--- config.mk ---
export PLATFORM = sky130hd
export DESIGN_NAME = digit_to_number_module
export DESIGN_NICKNAME = d
export VERILOG_FILES = /design/src/rtl/digit_to_number_module.sv
export SDC_FILE = /design/constraint.sdc
export NUM_CORES = 1
export LEC_CHECK = 0
export CAP_MARGIN = 5
export CORE_MARGIN = 10
export CORE_UTILIZATION = 51
export DETAILED_ROUTE_END_ITERATION = 8
export PLACE_DENSITY_LB_ADDON = 0.3
export SLEW_MARGIN = 20
export SYNTH_ARGS = -nofsm -noshare
export SYNTH_HDL_FRONTEND = slang
export SYNTH_SLANG_ARGS = --single-unit
--- constraint.sdc ---
create_clock -name CLK -period 3.7 [get_ports CLK]
set_input_delay 1.11 -clock CLK [delete_from_list [all_inputs] [get_ports CLK]]
set_output_delay 1.11 -clock CLK [all_outputs]
set_load 0.01 [all_outputs]
--- src/rtl/digit_to_number_module.sv ---
// Serial decimal-digit accumulator: MSD-first digits build an 8-bit value, committed on Enter.
// Optional backspace support is enabled by defining DIGIT_BACKSPACE_EN.
module digit_to_number_module #(
  parameter int MAX_DIGITS = 3,
  parameter int MAX_VALUE  = 255
) (
  input  logic       CLK,
  input  logic       RST_N,
  input  logic [3:0] Digit_Data,
  input  logic       Digit_Valid,
  input  logic       Enter,
  input  logic       Clear,
  input  logic       Back,
  output logic [7:0] Number_Data,
  output logic       Number_Valid,
  output logic [7:0] Acc_Data,
  output logic [2:0] Digit_Count,
  output logic       Error
);

  typedef enum logic [1:0] {
    ST_IDLE,
    ST_ACCUM,
    ST_ERROR
  } state_t;

  state_t      state;
  state_t      state_next;

  logic        do_clear;
  logic        do_enter;
  logic        do_back;
  logic        do_digit;
  logic [11:0] candidate;
  logic        digit_bad;

  logic [7:0]  acc_next;
  logic [2:0]  count_next;
  logic [7:0]  number_next;
  logic        valid_next;
  logic        error_next;

`ifdef DIGIT_BACKSPACE_EN
  logic [7:0]  acc_div10;
  logic [2:0]  count_dec;
`endif

  // Strobe priority Clear > Enter > Back > Digit; Back always masks a digit even when unused.
  always_comb begin
    do_clear  = Clear;
    do_enter  = Enter && !Clear;
    do_back   = Back && !Clear && !Enter;
    do_digit  = Digit_Valid && !Clear && !Enter && !Back;
    candidate = ({4'd0, Acc_Data} * 12'd10) + {8'd0, Digit_Data};
    digit_bad = (Digit_Data > 4'd9) ||
                (Digit_Count == 3'(MAX_DIGITS)) ||
                (candidate > 12'(MAX_VALUE));
  end

`ifdef DIGIT_BACKSPACE_EN
  always_comb begin
    acc_div10 = Acc_Data / 8'd10;
    count_dec = Digit_Count - 3'd1;
  end
`endif

  // State and all outputs are registered.
  always_ff @(posedge CLK or negedge RST_N) begin
    if (!RST_N) begin
      state        <= ST_IDLE;
      Acc_Data     <= 8'd0;
      Digit_Count  <= 3'd0;
      Number_Data  <= 8'd0;
      Number_Valid <= 1'b0;
      Error        <= 1'b0;
    end else begin
      state        <= state_next;
      Acc_Data     <= acc_next;
      Digit_Count  <= count_next;
      Number_Data  <= number_next;
      Number_Valid <= valid_next;
      Error        <= error_next;
    end
  end

  always_comb begin
    state_next = state;
    if (do_clear) begin
      state_next = ST_IDLE;
    end else begin
      case (state)
        ST_IDLE: begin
          if (do_digit) begin
            state_next = digit_bad ? ST_ERROR : ST_ACCUM;
          end
        end
        ST_ACCUM: begin
          if (do_enter) begin
            state_next = ST_IDLE;
          end else if (do_back) begin
`ifdef DIGIT_BACKSPACE_EN
            state_next = (count_dec == 3'd0) ? ST_IDLE : ST_ACCUM;
`else
            state_next = ST_ACCUM;
`endif
          end else if (do_digit) begin
            state_next = digit_bad ? ST_ERROR : ST_ACCUM;
          end
        end
        ST_ERROR: begin
          state_next = ST_ERROR;
        end
        default: begin
          state_next = ST_IDLE;
        end
      endcase
    end
  end

  // ERROR freezes accumulator and count; only Clear leaves it.
  always_comb begin
    acc_next    = Acc_Data;
    count_next  = Digit_Count;
    number_next = Number_Data;
    valid_next  = 1'b0;
    error_next  = Error;
    if (do_clear) begin
      acc_next   = 8'd0;
      count_next = 3'd0;
      error_next = 1'b0;
    end else begin
      case (state)
        ST_IDLE, ST_ACCUM: begin
          if (do_enter) begin
            if (state == ST_ACCUM) begin
              number_next = Acc_Data;
              valid_next  = 1'b1;
              acc_next    = 8'd0;
              count_next  = 3'd0;
            end
          end else if (do_back) begin
`ifdef DIGIT_BACKSPACE_EN
            if (state == ST_ACCUM) begin
              acc_next   = acc_div10;
              count_next = count_dec;
            end
`endif
          end else if (do_digit) begin
            if (digit_bad) begin
              error_next = 1'b1;
            end else begin
              acc_next   = candidate[7:0];
              count_next = Digit_Count + 3'd1;
            end
          end
        end
        default: begin
          error_next = Error;
        end
      endcase
    end
  end

endmodule
==> impl_metrics.csv <==
group,metric,value,unit
run_status,run_status,"complete, no violations",
drt,detail_route.iter0.violations,44,
sta,final_hold_viol_count,0,
place,detailedPlacementHpwl,2.78,mm
sta,setup_viol,0,
synthesis,number_of_enable_type_register_cells_in_the_synthesized_netlist,0,
sta,postLayoutSetupSlackWorst,0.423,ns
global_route,sum_of_overflow_across_all_layers_after_global_routing,0,
synthesis,mappedNetlistNets,161,
setup_path,crit_slowest_cell,"clkdlybuf4s50_1",
pwr,power.total,441,uW
drt,routed_wl,3.22,mm
synthesis,postSynthAreaPerCell,11.6,sq um
die,core_box_area,2810,sq um
setup_path,worst_path_dominant_cell_family,"compound AO/OA/AOI/OAI gates",
synthesis,yosysUniqueCellTypes,38,
global_route,grt_start_max_net_pins,24,
place,io_buffers,30,
place,replace_congestion,0.883,
cells_and_area,mostFrequentLayoutCells,"clkdlybuf4s50_1 (30), dfrtp_1 (23), ha_1 (17)",
drt,drt_pass1_iterations,4,
synthesis,syn-cell-area,1530,sq um
clocking,h_tree_depth,1,
die,die_y,74.8,um
clocking,clk_root_buffer_cell,"clkbuf_4",
cells_and_area,layout_commonest_cell,"clkdlybuf4s50_1",
clocking,numClockSinks,23,
die,die-area,5600,sq um
clocking,hold_bufs_at_cts,0,
drt,postRouteAntennaNets,0,
setup_path,timing.rr.end,"Digit_Count[0]",
synthesis,synth-seq-area-share,37.6,%
clocking,cts_resized,0,
setup_path,number_of_buffers_and_inverters_on_the_critical_path,2,
clocking,worstSkewPairLatency,0.30,ns
cells_and_area,n_antenna_cell,0,
setup_path,crit_type,"input pin to flip-flop",
sta,finalCritPeriodShare,88.6,%
cells_and_area,area_growth,20.1,%
die,placement_rows,19,
sta,max_slew_margin,34.5,%
setup_path,worst_setup_path_end_kind,"flip-flop",
die,start_util,54.6,%
sta,achievable-frequency,0.305,GHz
worst_hold_path,worstHoldPathCells,1,
place,dp_slack,0.0816,ns
synthesis,postSynth.topFlopCell,"dfrtp_1",
sta,worst_clock_skew,0.0117,ns
sta,period_needed,3.28,ns
global_route,antenna_found_initial,0,
setup_path,rr_startpoint,"Acc_Data[1]",
sta,actual_slew_at_the_worst_max_slew_pin,0.979,ns
drt,remaining_drc_errors,0,
setup_path,reg2reg_slack,0.48,ns
worst_hold_path,hold_path.startpoint,"Number_Data[4]",
setup_path,crit_required,3.90,ns
synthesis,async_reset_ff_share,100,%
pwr,max-vdd-ir-drop,0.105,mV
setup_path,path_cells,"clkdlybuf4s50_1, ha_1, a21o_1, a21oi_1, buf_4, nor4_4, or2_2, a211oi_4, o22ai_4, mux2_4",
sta,setup_tns,0,ns
drt,routedWlPerCell,16.5,um
setup_path,worst_setup_path_start_kind,"input pin",
global_route,first_global_vias,1158,
cells_and_area,final_net_count,194,
clocking,clock_tree_from_tritoncts,"done",
worst_hold_path,holdCritPathClass,"flip-flop to flip-flop",
global_route,grtUsageTotal,11.8,%
clocking,cts_buffer_depth,2,
synthesis,yosysWarnings,0,
die,floorplan.io_pins,31,
setup_path,critPathMaxFanout,9,
synthesis,synthesized_flop_and_latch_total,23,
sta,final-max-slew-violation-count,0,
drt,avgViaCountPerCell,5.72,
clocking,cts_post_setup_buffers_inserted,0,
setup_path,critical_path_arrival,3.48,ns
die,die_w,74.8,um
worst_hold_path,worstHoldEndpoint,"Number_Data[4]",
clocking,clkTransAtPathRegs,0.12,ns
cells_and_area,post_route_cells_drive_above_1_share,14.0,%
global_route,grt_pass1_wl,5.24,mm
job,maxCapViolations,0,
clocking,numCtsBuffers,3,
pwr,powerDensity,239,nW/um^2
setup_path,critical-path-max-stage-delay,0.46,ns
setup_path,r2r_cells,11,
pwr,leakage,0.834,nW
synthesis,syn-instance-count,132,
drt,vias_post_dr,1115,
sta,grt_setup_unrepaired,"false",
[logic make-up (layout without fill, tap and decap cells)]
kind of cell	count (synthesis)	count (layout)	share of synthesized area [%]
buf+inv	12	44	6.45
flops	23	23	37.6
compound gates	30	30	15.0
fa+ha+maj	19	19	16.5
mux	11	11	8.16
simple gates	30	30	12.3
xor+xnor	7	7	4.00
[flip-flops by register name (all words and copies together), names as in the netlist]
register	cells
Number_Valid	1
state	2
Number_Data	8
Error	1
Digit_Count	3
Acc_Data	8
[power breakdown]
part	internal, mW	switching [mW]
Combinational	0.0344	0.0352
Sequential	0.256	0.00579
Clock	0.0420	0.0672
Total	0.332	0.108
[routing by layer]
layer | GRT usage, % | vias to the layer above | share of wire, %
met3 | 1.84 | 6 | 4.3
met4 | 6.09 | 0 | 2.2
li1 | - | 541 | -
met1 | 12.9 | 538 | 43
met2 | 21.3 | 30 | 50
met5 | 0 | - | 0
[metrics by stage]
stage / area (sq um) / utilization (%) / hold slack (ns) / cells
after floorplan: 1530 / - / 0.522 / 132
after global placement: 1810 / 64.7 / 0.489 / 191
after detailed placement: 1810 / 64.7 / 0.499 / 191
after CTS: 1840 / 65.6 / 0.526 / 195
after global routing: 1840 / 65.6 / 0.545 / 195
final: 1840 / 65.6 / 0.518 / 195
[synthesized netlist by cell type (2+ instances only)]
master    number  area (sq um)
a21oi_1       12          60.1
a22o_1         7          61.3
a32o_1         2          20.0
dfrtp_1       23           576
fa_1           2          40.0
ha_1          17           213
inv_1          9          33.8
mux2_2         8          90.1
mux2i_1        2          20.0
nand2_1        3          11.3
nand2b_1       3          18.8
nand3_1        2          10.0
nor2_1         6          22.5
nor3_1         3          15.0
o21ai_0        3          15.0
or2_2          3          18.8
xnor2_1        5          43.8
xor2_1         2          17.5
[cell type report]
| cell class | instances | area [sq um] |
|---|---|---|
| Fill cell | 229 | 965 |
| Multi-Input combinational cell | 97 | 858 |
| Sequential cell | 23 | 576 |
| Timing Repair Buffer | 31 | 308 |
| Tap cell | 31 | 38.8 |
| Inverter | 9 | 33.8 |
| Clock buffer | 4 | 26.3 |
[how the worst max path moves through the flow]
stage | from | cells after the start | to
3_3_place_gp | Digit_Data[2] | 10 | Digit_Count[0]
2_1_floorplan | Digit_Data[2] | 8 | Digit_Count[0]
5_1_grt | Digit_Data[2] | 10 | Digit_Count[0]
6_report | Digit_Data[2] | 10 | Digit_Count[0]
4_1_cts | Digit_Data[2] | 10 | Digit_Count[0]
3_5_place_dp | Digit_Data[2] | 10 | Digit_Count[0]
[worst reg2reg max path, stage by stage (launching register included)]
cell	delay [ns]
dfrtp_1	0.48
ha_1	0.33
ha_1	0.19
inv_1	0.06
fa_1	0.39
xor2_1	0.19
or3b_4	0.41
nor4_4	0.17
nand3_2	0.14
a211oi_4	0.35
o22ai_4	0.15
mux2_4	0.28
Power figures use the tool's default switching activity.
